File: src/rtl/mux_scan_sequencer_if.sv
// Load handshake and mux-drive bundle for mux_scan_sequencer.
// The master side offers words; the slave side (the sequencer) drives the mux.
interface mux_scan_sequencer_if #(
  parameter int WIDTH = 8,
  parameter int SEL_W = 3
);
  logic             load_valid;
  logic             load_ready;
  logic [WIDTH-1:0] load_data;
  logic             load_dir;
  logic [WIDTH-1:0] data_out;
  logic [SEL_W-1:0] sel;
  logic             bit_out;
  logic             bit_valid;
  logic             last;
  logic             busy;

  modport master (
    output load_valid, load_data, load_dir,
    input  load_ready, data_out, sel, bit_out, bit_valid, last, busy
  );

  modport slave (
    input  load_valid, load_data, load_dir,
    output load_ready, data_out, sel, bit_out, bit_valid, last, busy
  );
endinterface

File: src/rtl/mux_scan_sequencer.sv
// Captures a word and steps the 8:1 mux select across it, echoing the selected bit.
// Optional macro PARITY_EN appends an even-parity bit period after the data bits.
module mux_scan_sequencer #(
  parameter int WIDTH    = 8,
  parameter int SEL_W    = 3,
  parameter int STEP_DIV = 1
) (
  input logic                 clk,
  input logic                 reset,
  mux_scan_sequencer_if.slave bus
);

  localparam int                DIV_W    = (STEP_DIV > 1) ? $clog2(STEP_DIV) : 1;
  localparam logic [DIV_W-1:0]  DIV_LAST = DIV_W'(STEP_DIV - 1);
  localparam logic [SEL_W-1:0]  SEL_MAX  = SEL_W'(WIDTH - 1);

`ifdef PARITY_EN
  typedef enum logic [1:0] {IDLE, SCAN, PAR} state_t;
`else
  typedef enum logic [1:0] {IDLE, SCAN} state_t;
`endif

  state_t           r_state, w_stateNext;
  logic [WIDTH-1:0] r_data, w_dataNext;
  logic [SEL_W-1:0] r_sel, w_selNext;
  logic             r_dir, w_dirNext;
  logic [DIV_W-1:0] r_div, w_divNext;
  logic             r_bitValid, r_last, r_busy;
  logic             w_lastNext, w_activeNext, w_loadReady;
  logic [SEL_W-1:0] w_selEnd, w_selEndNext;

  assign w_loadReady  = (r_state == IDLE) && !reset;
  assign w_selEnd     = r_dir ? '0 : SEL_MAX;
  assign w_selEndNext = w_dirNext ? '0 : SEL_MAX;

  always_comb begin
    w_stateNext = r_state;
    w_dataNext  = r_data;
    w_selNext   = r_sel;
    w_dirNext   = r_dir;
    w_divNext   = r_div;
    unique case (r_state)
      IDLE: begin
        if (bus.load_valid && w_loadReady) begin
          w_dataNext  = bus.load_data;
          w_dirNext   = bus.load_dir;
          w_selNext   = bus.load_dir ? SEL_MAX : '0;
          w_divNext   = '0;
          w_stateNext = SCAN;
        end
      end
      SCAN: begin
        if (r_div == DIV_LAST) begin
          w_divNext = '0;
          if (r_sel == w_selEnd) begin
`ifdef PARITY_EN
            w_stateNext = PAR;
`else
            w_stateNext = IDLE;
`endif
          end else begin
            w_selNext = r_dir ? (r_sel - SEL_W'(1)) : (r_sel + SEL_W'(1));
          end
        end else begin
          w_divNext = r_div + DIV_W'(1);
        end
      end
`ifdef PARITY_EN
      PAR: begin
        if (r_div == DIV_LAST) begin
          w_divNext   = '0;
          w_stateNext = IDLE;
        end else begin
          w_divNext = r_div + DIV_W'(1);
        end
      end
`endif
      default: w_stateNext = IDLE;
    endcase

    w_activeNext = (w_stateNext != IDLE);
    // last is registered, so it is decided from where the next cycle will be
`ifdef PARITY_EN
    w_lastNext = (w_stateNext == PAR);
`else
    w_lastNext = (w_stateNext == SCAN) && (w_selNext == w_selEndNext);
`endif
  end

  always_ff @(posedge clk) begin
    if (reset) begin
      r_state    <= IDLE;
      r_data     <= '0;
      r_sel      <= '0;
      r_dir      <= 1'b0;
      r_div      <= '0;
      r_bitValid <= 1'b0;
      r_last     <= 1'b0;
      r_busy     <= 1'b0;
    end else begin
      r_state    <= w_stateNext;
      r_data     <= w_dataNext;
      r_sel      <= w_selNext;
      r_dir      <= w_dirNext;
      r_div      <= w_divNext;
      r_bitValid <= w_activeNext;
      r_last     <= w_lastNext;
      r_busy     <= w_activeNext;
    end
  end

  assign bus.load_ready = w_loadReady;
  assign bus.data_out   = r_data;
  assign bus.sel        = r_sel;
  assign bus.bit_valid  = r_bitValid;
  assign bus.last       = r_last;
  assign bus.busy       = r_busy;
`ifdef PARITY_EN
  assign bus.bit_out = r_bitValid && ((r_state == PAR) ? (^r_data) : r_data[r_sel]);
`else
  assign bus.bit_out = r_bitValid && r_data[r_sel];
`endif

endmodule

File: src/flat_wrapper.sv
// flat-port wrapper written by rule: the top's interface ports become plain ports
module mux_scan_sequencer_flat 
#(
  parameter int WIDTH    = 8,
  parameter int SEL_W    = 3,
  parameter int STEP_DIV = 1
)
  (clk, reset, bus_load_valid, bus_load_data, bus_load_dir, bus_load_ready, bus_data_out, bus_sel, bus_bit_out, bus_bit_valid, bus_last, bus_busy);
  mux_scan_sequencer_if #(.WIDTH(WIDTH), .SEL_W(SEL_W)) bus_i ();
  input logic clk;
  input logic reset;
  input wire logic [$bits(bus_i.load_valid)-1:0] bus_load_valid;
  input wire logic [$bits(bus_i.load_data)-1:0] bus_load_data;
  input wire logic [$bits(bus_i.load_dir)-1:0] bus_load_dir;
  output wire logic [$bits(bus_i.load_ready)-1:0] bus_load_ready;
  output wire logic [$bits(bus_i.data_out)-1:0] bus_data_out;
  output wire logic [$bits(bus_i.sel)-1:0] bus_sel;
  output wire logic [$bits(bus_i.bit_out)-1:0] bus_bit_out;
  output wire logic [$bits(bus_i.bit_valid)-1:0] bus_bit_valid;
  output wire logic [$bits(bus_i.last)-1:0] bus_last;
  output wire logic [$bits(bus_i.busy)-1:0] bus_busy;
  assign bus_i.load_valid = bus_load_valid;
  assign bus_i.load_data = bus_load_data;
  assign bus_i.load_dir = bus_load_dir;
  assign bus_load_ready = bus_i.load_ready;
  assign bus_data_out = bus_i.data_out;
  assign bus_sel = bus_i.sel;
  assign bus_bit_out = bus_i.bit_out;
  assign bus_bit_valid = bus_i.bit_valid;
  assign bus_last = bus_i.last;
  assign bus_busy = bus_i.busy;
  mux_scan_sequencer #(.WIDTH(WIDTH), .SEL_W(SEL_W), .STEP_DIV(STEP_DIV)) u_core (.clk(clk), .reset(reset), .bus(bus_i));
endmodule
File: config.mk
export PLATFORM = sky130hd
export DESIGN_NAME = mux_scan_sequencer_flat
export DESIGN_NICKNAME = d
export VERILOG_FILES = /design/src/rtl/mux_scan_sequencer_if.sv /design/src/rtl/mux_scan_sequencer.sv /design/src/flat_wrapper.sv
export SDC_FILE = /design/constraint.sdc
export NUM_CORES = 1
export LEC_CHECK = 0
export ABC_AREA = 1
export BUFFER_PORTS_ARGS = -buffer_cell sky130_fd_sc_hd__buf_2
export CAP_MARGIN = 5
export CORE_UTILIZATION = 40
export DETAILED_ROUTE_END_ITERATION = 16
export PLACE_DENSITY = 0.63
export SYNTH_ARGS = -nofsm -noshare
export SYNTH_HDL_FRONTEND = slang
export SYNTH_SLANG_ARGS = --single-unit
File: constraint.sdc
create_clock -name clk -period 1.85 [get_ports clk]
set_clock_uncertainty 0.2 [all_clocks]
set_input_delay 0.0925 -clock clk [delete_from_list [all_inputs] [get_ports clk]]
set_output_delay 0.0925 -clock clk [all_outputs]
set_load 0.01 [all_outputs]
==> results.md, run 1 <==
- Status: complete, no violations
- Area grow syn2layout: 36.96%
- N_diodes: 0
- FMAX: 0.5677 GHz
- Critical path launch point type: flip-flop
- Clk slew on worst S/H paths: 100 ps
- Setup CP Type: reg -> reg
- Distinct cells, synth: 23
- M1 WL: 930 um
- Hold Crit Class: in -> reg
- Grt total ovfl: 0
- Maximum VDD drop: 0.5156 mV
- Drt total wl: 2.137 mm
- Multiplexer share of the synthesized area: 0%
- Fin crit period: 1761 ps
- Crit. End Element: flip-flop
- Crit path required time: 1900 ps
- Maxcap violations: 0
- PwrDens: 651.5 mW/mm2
- PortBufs: 27
- Reg2Reg Depth: 9
- Synth Area in Adders: 3.768%
- Period utilisation layout: 95.22%
- Finished Cell Area: 0.001182 mm2
- Syn Area/Cell: 6.907 um2
- Placed cell areas: 0.001027 mm2
- Synthesized area: 863.3 um2
- RR Startpoint: u_core.bus.sel[1]
- Htree depth: 1
- DRC viols: 0
- Post-Syn Instances: 125
- CTS sink count: 16
- Inserted Clock Buffers: 3
- DR vias: 935
- Total power: 770.3 uW
- Vias/cell: 4.870
- RSZ-0062 raised after global routing: false
- # setup viols final: 0
- Largest family of logic cells by synthesized area: simple AND/OR/NAND/NOR gates
- Reg2Reg Setup Slack: 90 ps
- Post-DRT Antenna Nets: 0
- Synth warn: 0
- Worst Setup EP: u_core.bus.last
- Initial antenna violation count: 0
- Mapped Nets: 139
- Die width: 48.46 um
- Most frequent cells in the layout: 37 x nand2_1, 27 x buf_2, 14 x inv_1, 14 x dfxtp_1, 10 x dlygate4sd3_1
- # Post-CTS Setup Buffers: 0
- Leakage: 0.0006354 uW
- Hpwl dp: 1.537 mm
- Final-stage net count: 180
- Drt wl/cell: 11.13 um
- Simple-gate share of the synthesized area: 37.68%
- Drt pass-1 iters: 4
- Post-synthesis sequential area ratio: 37.10%
- Setup TNS: 0 ps
- Die Y: 48.46 um
- Iter 0 DRT Violations: 22
- Max Root-Sink Buffers: 2
- Initial Util: 43.13%
- Share of cells above drive strength 1: 32.12%
- GRT Overall Usage: 19.02%
- Met2 WL: 1.076 mm
- Flops & latches, synth: 16
- CP Data Arrival Time: 1810 ps
- Largest net degree at the start of global routing: 19
- Routed wl met3: 89 um
- Root Buffer: clkbuf_4
- Top Metal Used: met4
- Most common cell after layout, fill and taps aside: nand2_1
- Synth Area in Compound Gates: 11.74%
- Vias in the first global route: 787
- First-pass GRT wire length: 3.456 mm
- Clock Latency Late Sink: 300 ps
- Placeable Area: 0.002002 mm2
- Crit path launch: u_core.bus.sel[1]
- Row count: 16
- Reg2reg end: u_core.bus.last
- I/O pin total: 28
- Routability cong.: 0.8813
- Die footprint: 0.002348 mm2
- Crit Path Max Fanout: 7
- Final hold vios: 0
- Max-slew violation count: 0
- TritonCTS clock tree: done
- XOR/XNOR Fraction of Synth Area: 0%
[cells in the mapped netlist]
cell type	number	area, um2
a21oi_1	10	50.05
a31oi_1	1	6.260
buf_2	1	5.000
buf_4	1	7.510
conb_1	1	3.750
dfxtp_1	16	320.3
fa_1	1	20.02
ha_1	1	12.51
inv_1	14	52.55
inv_2	4	15.01
nand2_1	37	138.9
nand2_2	7	43.79
nand2_4	1	11.26
nand3_1	9	45.04
nand3_2	1	10.01
nand3b_1	1	7.510
nand4_1	2	12.51
nand4_2	1	12.51
nor2_1	4	15.01
nor2_2	1	6.260
nor2_4	2	22.52
o21ai_0	8	40.04
o21ai_1	1	5.000
[logic make-up after synthesis]
group / Yosys count
DFF: 16
adders and majority gates: 2
and+or+nand+nor: 66
buffers and inverters: 20
other: 1
AOI/OAI and AO/OA: 20
[worst min-delay path by stage]
stage / startpoint / to / slack (ps) / cells after the start
6_report: bus_load_valid / u_core.bus.data_out[1] / 10 / 3
5_1_grt: bus_load_valid / u_core.bus.data_out[6] / 20 / 3
4_1_cts: bus_load_valid / u_core.bus.data_out[6] / 20 / 3
3_5_place_dp: bus_load_data[7] / u_core.bus.data_out[7] / 90 / 3
3_3_place_gp: bus_load_data[7] / u_core.bus.data_out[7] / 90 / 3
2_1_floorplan: reset / u_core.bus.sel[1] / -40 / 1
[sequential cells by signal, indices dropped and copies added (netlist names)]
| name | count |
|---|---|
| u_core.bus.last | 1 |
| u_core.r_dir | 1 |
| u_core.r_state | 2 |
| u_core.bus.bit_valid | 1 |
| u_core.bus.data_out | 8 |
| u_core.bus.sel | 3 |
[timing repair]
item	CTS	global route
endpoints found under the hold margin	12	0
pin swaps	0	1
hold buffers	10	0
gates cloned	0	0
resized for setup	2	6
endpoints found under the setup margin	1	1
[power by group]
part           internal (uW)  total [uW]  switching (uW)  leakage (uW)
Sequential               360         375            15.1      0.000132
Combinational           67.2         154            86.4      0.000482
Clock                    120         241             121     0.0000210
[worst max-delay path, cell delays in order (launching register included)]
cell,delay [ps]
dfxtp_4,380
fa_1,400
nand3b_1,170
nand2_1,70
nand2_1,60
nand2_2,70
nand2_2,60
o21ai_1,160
nand2_1,80
nor2_2,70
[metrics by stage]
| stage | hold WS, ps | setup slack [ps] | instances | util [%] |
|---|---|---|---|---|
| floorplan | -38.43 | 144.4 | 125 | - |
| global placement | 87.01 | 165.2 | 178 | 51.31 |
| detailed placement | 94.43 | 139.5 | 178 | 51.31 |
| CTS | 16.54 | 3.046 | 192 | 58.25 |
| global route | 24.38 | 2.572 | 192 | 59.06 |
| finish | 13.23 | 88.51 | 192 | 59.06 |
[cell type report]
class                      count  area [um2]
inverter                      18       70.07
timing repair buffer          38       246.5
tap                           27       33.78
multi-input combinational     89       470.5
clock buffer                   4       36.28
sequential                    16       325.3
fill                         205       819.5
[layer usage]
layer,up-vias,GRT usage [%]
met2,21,31.22
met4,0,8.824
met3,5,2.830
li1,476,-
met1,433,24.51
met5,-,0
(Power assumes the default switching activity.)
==> run 2: changes to the inputs <==
==> constraint.sdc (replaced) <==
create_clock -name clk -period 1.85 [get_ports clk]
set_clock_uncertainty 0.2 [all_clocks]
set_input_delay 0.185 -clock clk [delete_from_list [all_inputs] [get_ports clk]]
set_output_delay 0.185 -clock clk [all_outputs]
set_load 0.01 [all_outputs]
==> results.md, run 2 (synthesis gave the netlist of run 1 again) <==
- Die footprint: 0.002348 mm2 (unchanged)
- Total power: 764.2 uW (-0.79%)
- # setup viols final: 0 (unchanged)
- Drt pass-1 iters: 4 (unchanged)
- Sequential Power Share: 49.0% (+0.3 points)
- Row count: 16 (unchanged)
- Crit. End Element: output port
- Reg2reg end: u_core.bus.last
- RSZ-0062 raised after global routing: true
- Max reg flops: 8 (unchanged)
- DR vias: 907 (-3.0%)
- Leakage: 0.0006452 uW (+1.6%)
- Reg2Reg Depth: 10 (+1)
- FMAX: 0.5518 GHz (-2.8%)
- Htree depth: 1 (unchanged)
- Die width: 48.46 um (unchanged)
- Most common cell after layout, fill and taps aside: nand2_1
- Largest net degree at the start of global routing: 19 (unchanged)
- Most frequent cells in the layout: 37 x nand2_1, 27 x buf_2, 14 x inv_1, 14 x dfxtp_1, 9 x dlygate4sd3_1
- RR Startpoint: u_core.bus.sel[0]
- Fill cell count: 197 (-3.9%)
- Internal cell power: 550.5 uW (+0.56%)
- Placeable Area: 0.002002 mm2 (unchanged)
- Maximum VDD drop: 0.5023 mV (-2.6%)
- Root Buffer: clkbuf_4
- Crit Path Max Fanout: 7 (unchanged)
- Grt total ovfl: 0 (unchanged)
- Maxcap violations: 0 (unchanged)
- Initial antenna violation count: 0 (unchanged)
- Drt wl/cell: 10.81 um (-2.9%)
- N_diodes: 0 (unchanged)
- P_sw: 213.7 uW (-4.1%)
- CTS sink count: 16 (unchanged)
- Layout Utilization: 60.31% (+1.3 points)
- Crit path launch: u_core.bus.sel[0]
- Max Root-Sink Buffers: 2 (unchanged)
- Combinational share of power: 20.8% (+0.9 points)
- TritonCTS clock tree: done
- PwrDens: 632.9 mW/mm2 (-2.8%)
- Setup CP Type: reg -> out
- Final worst-path setup slack: 37.89 ps (-50.62 ps)
- Period utilisation layout: 97.95% (+2.7 points)
- Max-slew violation count: 0 (unchanged)
- Drt total wl: 2.097 mm (-1.9%)
- Share of cells above drive strength 1: 34.73% (+2.6 points)
- Status: complete, no violations
- CP Data Arrival Time: 1430 ps (-380 ps)
- DRC viols: 0 (unchanged)
- Hold Crit Class: in -> reg
- Post-DRT Antenna Nets: 0 (unchanged)
- Vias in the first global route: 770 (-2.2%)
- Die Y: 48.46 um (unchanged)
- PortBufs: 27 (unchanged)
- Routability cong.: 0.8886 (+0.83%)
- Worst Setup EP: bus_bit_out
- Dpl ws: 133.2 ps (-6.310 ps)
- Final-stage net count: 182 (+1.1%)
- Fin crit period: 1812 ps (+50.62 ps)
- Clk slew on worst S/H paths: 90 ps (about the same)
- Switching share of power: 27.97% (-0.97 points)
- Clock Latency Late Sink: 280 ps (-20 ps)
- Critical path launch point type: flip-flop
- GRT Overall Usage: 17.72% (-1.3 points)
- Final hold slack: 112.0 ps (+98.82 ps)
- Inserted Clock Buffers: 3 (unchanged)
- Final hold vios: 0 (unchanged)
- Clock Power Share: 30.1% (-1.2 points)
- Area grow syn2layout: 39.86%
- Reg2Reg Setup Slack: 80 ps (about the same)
- Crit path required time: 1460 ps (-440 ps)
- Hpwl dp: 1.462 mm (-4.9%)
- First-pass GRT wire length: 3.243 mm (-6.2%)
- Initial Util: 43.13% (unchanged)
- I/O pin total: 28 (unchanged)
- Vias/cell: 4.675 (-4.0%)
- Multi-input logic area: 478.0 um2 (+1.6%)
- Register Area: 325.3 um2 (unchanged)
- Iter 0 DRT Violations: 22 (unchanged)
-- run 2: changes by cell type in the layout (fill, tap and decap cells not counted), sizes merged --
cell         change
buf              +3
dlygate4sd3      -1
-- run 2: per-stage QoR --
stage,setup TNS (ps),area (um2),std cells
floorplan,0,863.3,125
global placement,0,1027,178
CTS,0,1167,192
global route,-72.95,1207,194
detailed placement,0,1027,178
finish,0,1207,194
-- run 2: power by group through the flow --
| stage | clock network, uW | logic (uW) | registers, uW |
|---|---|---|---|
| 2_1_floorplan | 0 | 79.5 | 389 |
| 3_3_place_gp | 0 | 130 | 383 |
| 3_5_place_dp | 0 | 131 | 384 |
| 4_1_cts | 238 | 149 | 376 |
| 5_1_grt | 258 | 177 | 377 |
| 6_report | 230 | 159 | 375 |
-- run 2: critical path, cell delays in order (launching register included) --
cell	delay (ps)
dfxtp_2	350
buf_6	140
inv_8	40
a21oi_2	100
o21ai_1	80
nand3_1	70
nand2_1	50
a31oi_1	160
buf_2	160
-- run 2: final cells by class --
class / instances / share of cell area, %
Clock buffer: 4 / 3.005
Inverter: 18 / 6.218
Multi-Input combinational cell: 89 / 39.59
Sequential cell: 16 / 26.94
Tap cell: 27 / 2.798
Timing Repair Buffer: 40 / 21.45
-- run 2: worst min-delay path by stage --
stage | cells past startpoint | start | to | slack (ps)
after floorplan | 1 | reset | u_core.bus.sel[1] | 50
after global placement | 3 | bus_load_data[7] | u_core.bus.data_out[7] | 180
after detailed placement | 3 | bus_load_data[4] | u_core.bus.data_out[4] | 190
after CTS | 5 | bus_load_dir | u_core.r_dir | 100
after global routing | 5 | bus_load_dir | u_core.r_dir | 130
final | 5 | bus_load_dir | u_core.r_dir | 110
-- run 2: per-layer routing --
layer	share of wire, %	GRT usage, %
met5	0	0
met4	1.1	7.353
met3	4.9	3.774
met2	48	28.87
met1	46	22.70
-- run 2: repair_timing --
| item | in CTS | in global routing |
|---|---|---|
| endpoints found under the hold margin | 12 | 0 |
| resized for setup | 4 | 9 |
| cloned | 0 | 0 |
| hold buffers | 9 | 0 |
| pin swaps | 0 | 4 |
| setup buffers | 1 | 2 |
| endpoints found under the setup margin | 1 | 2 |
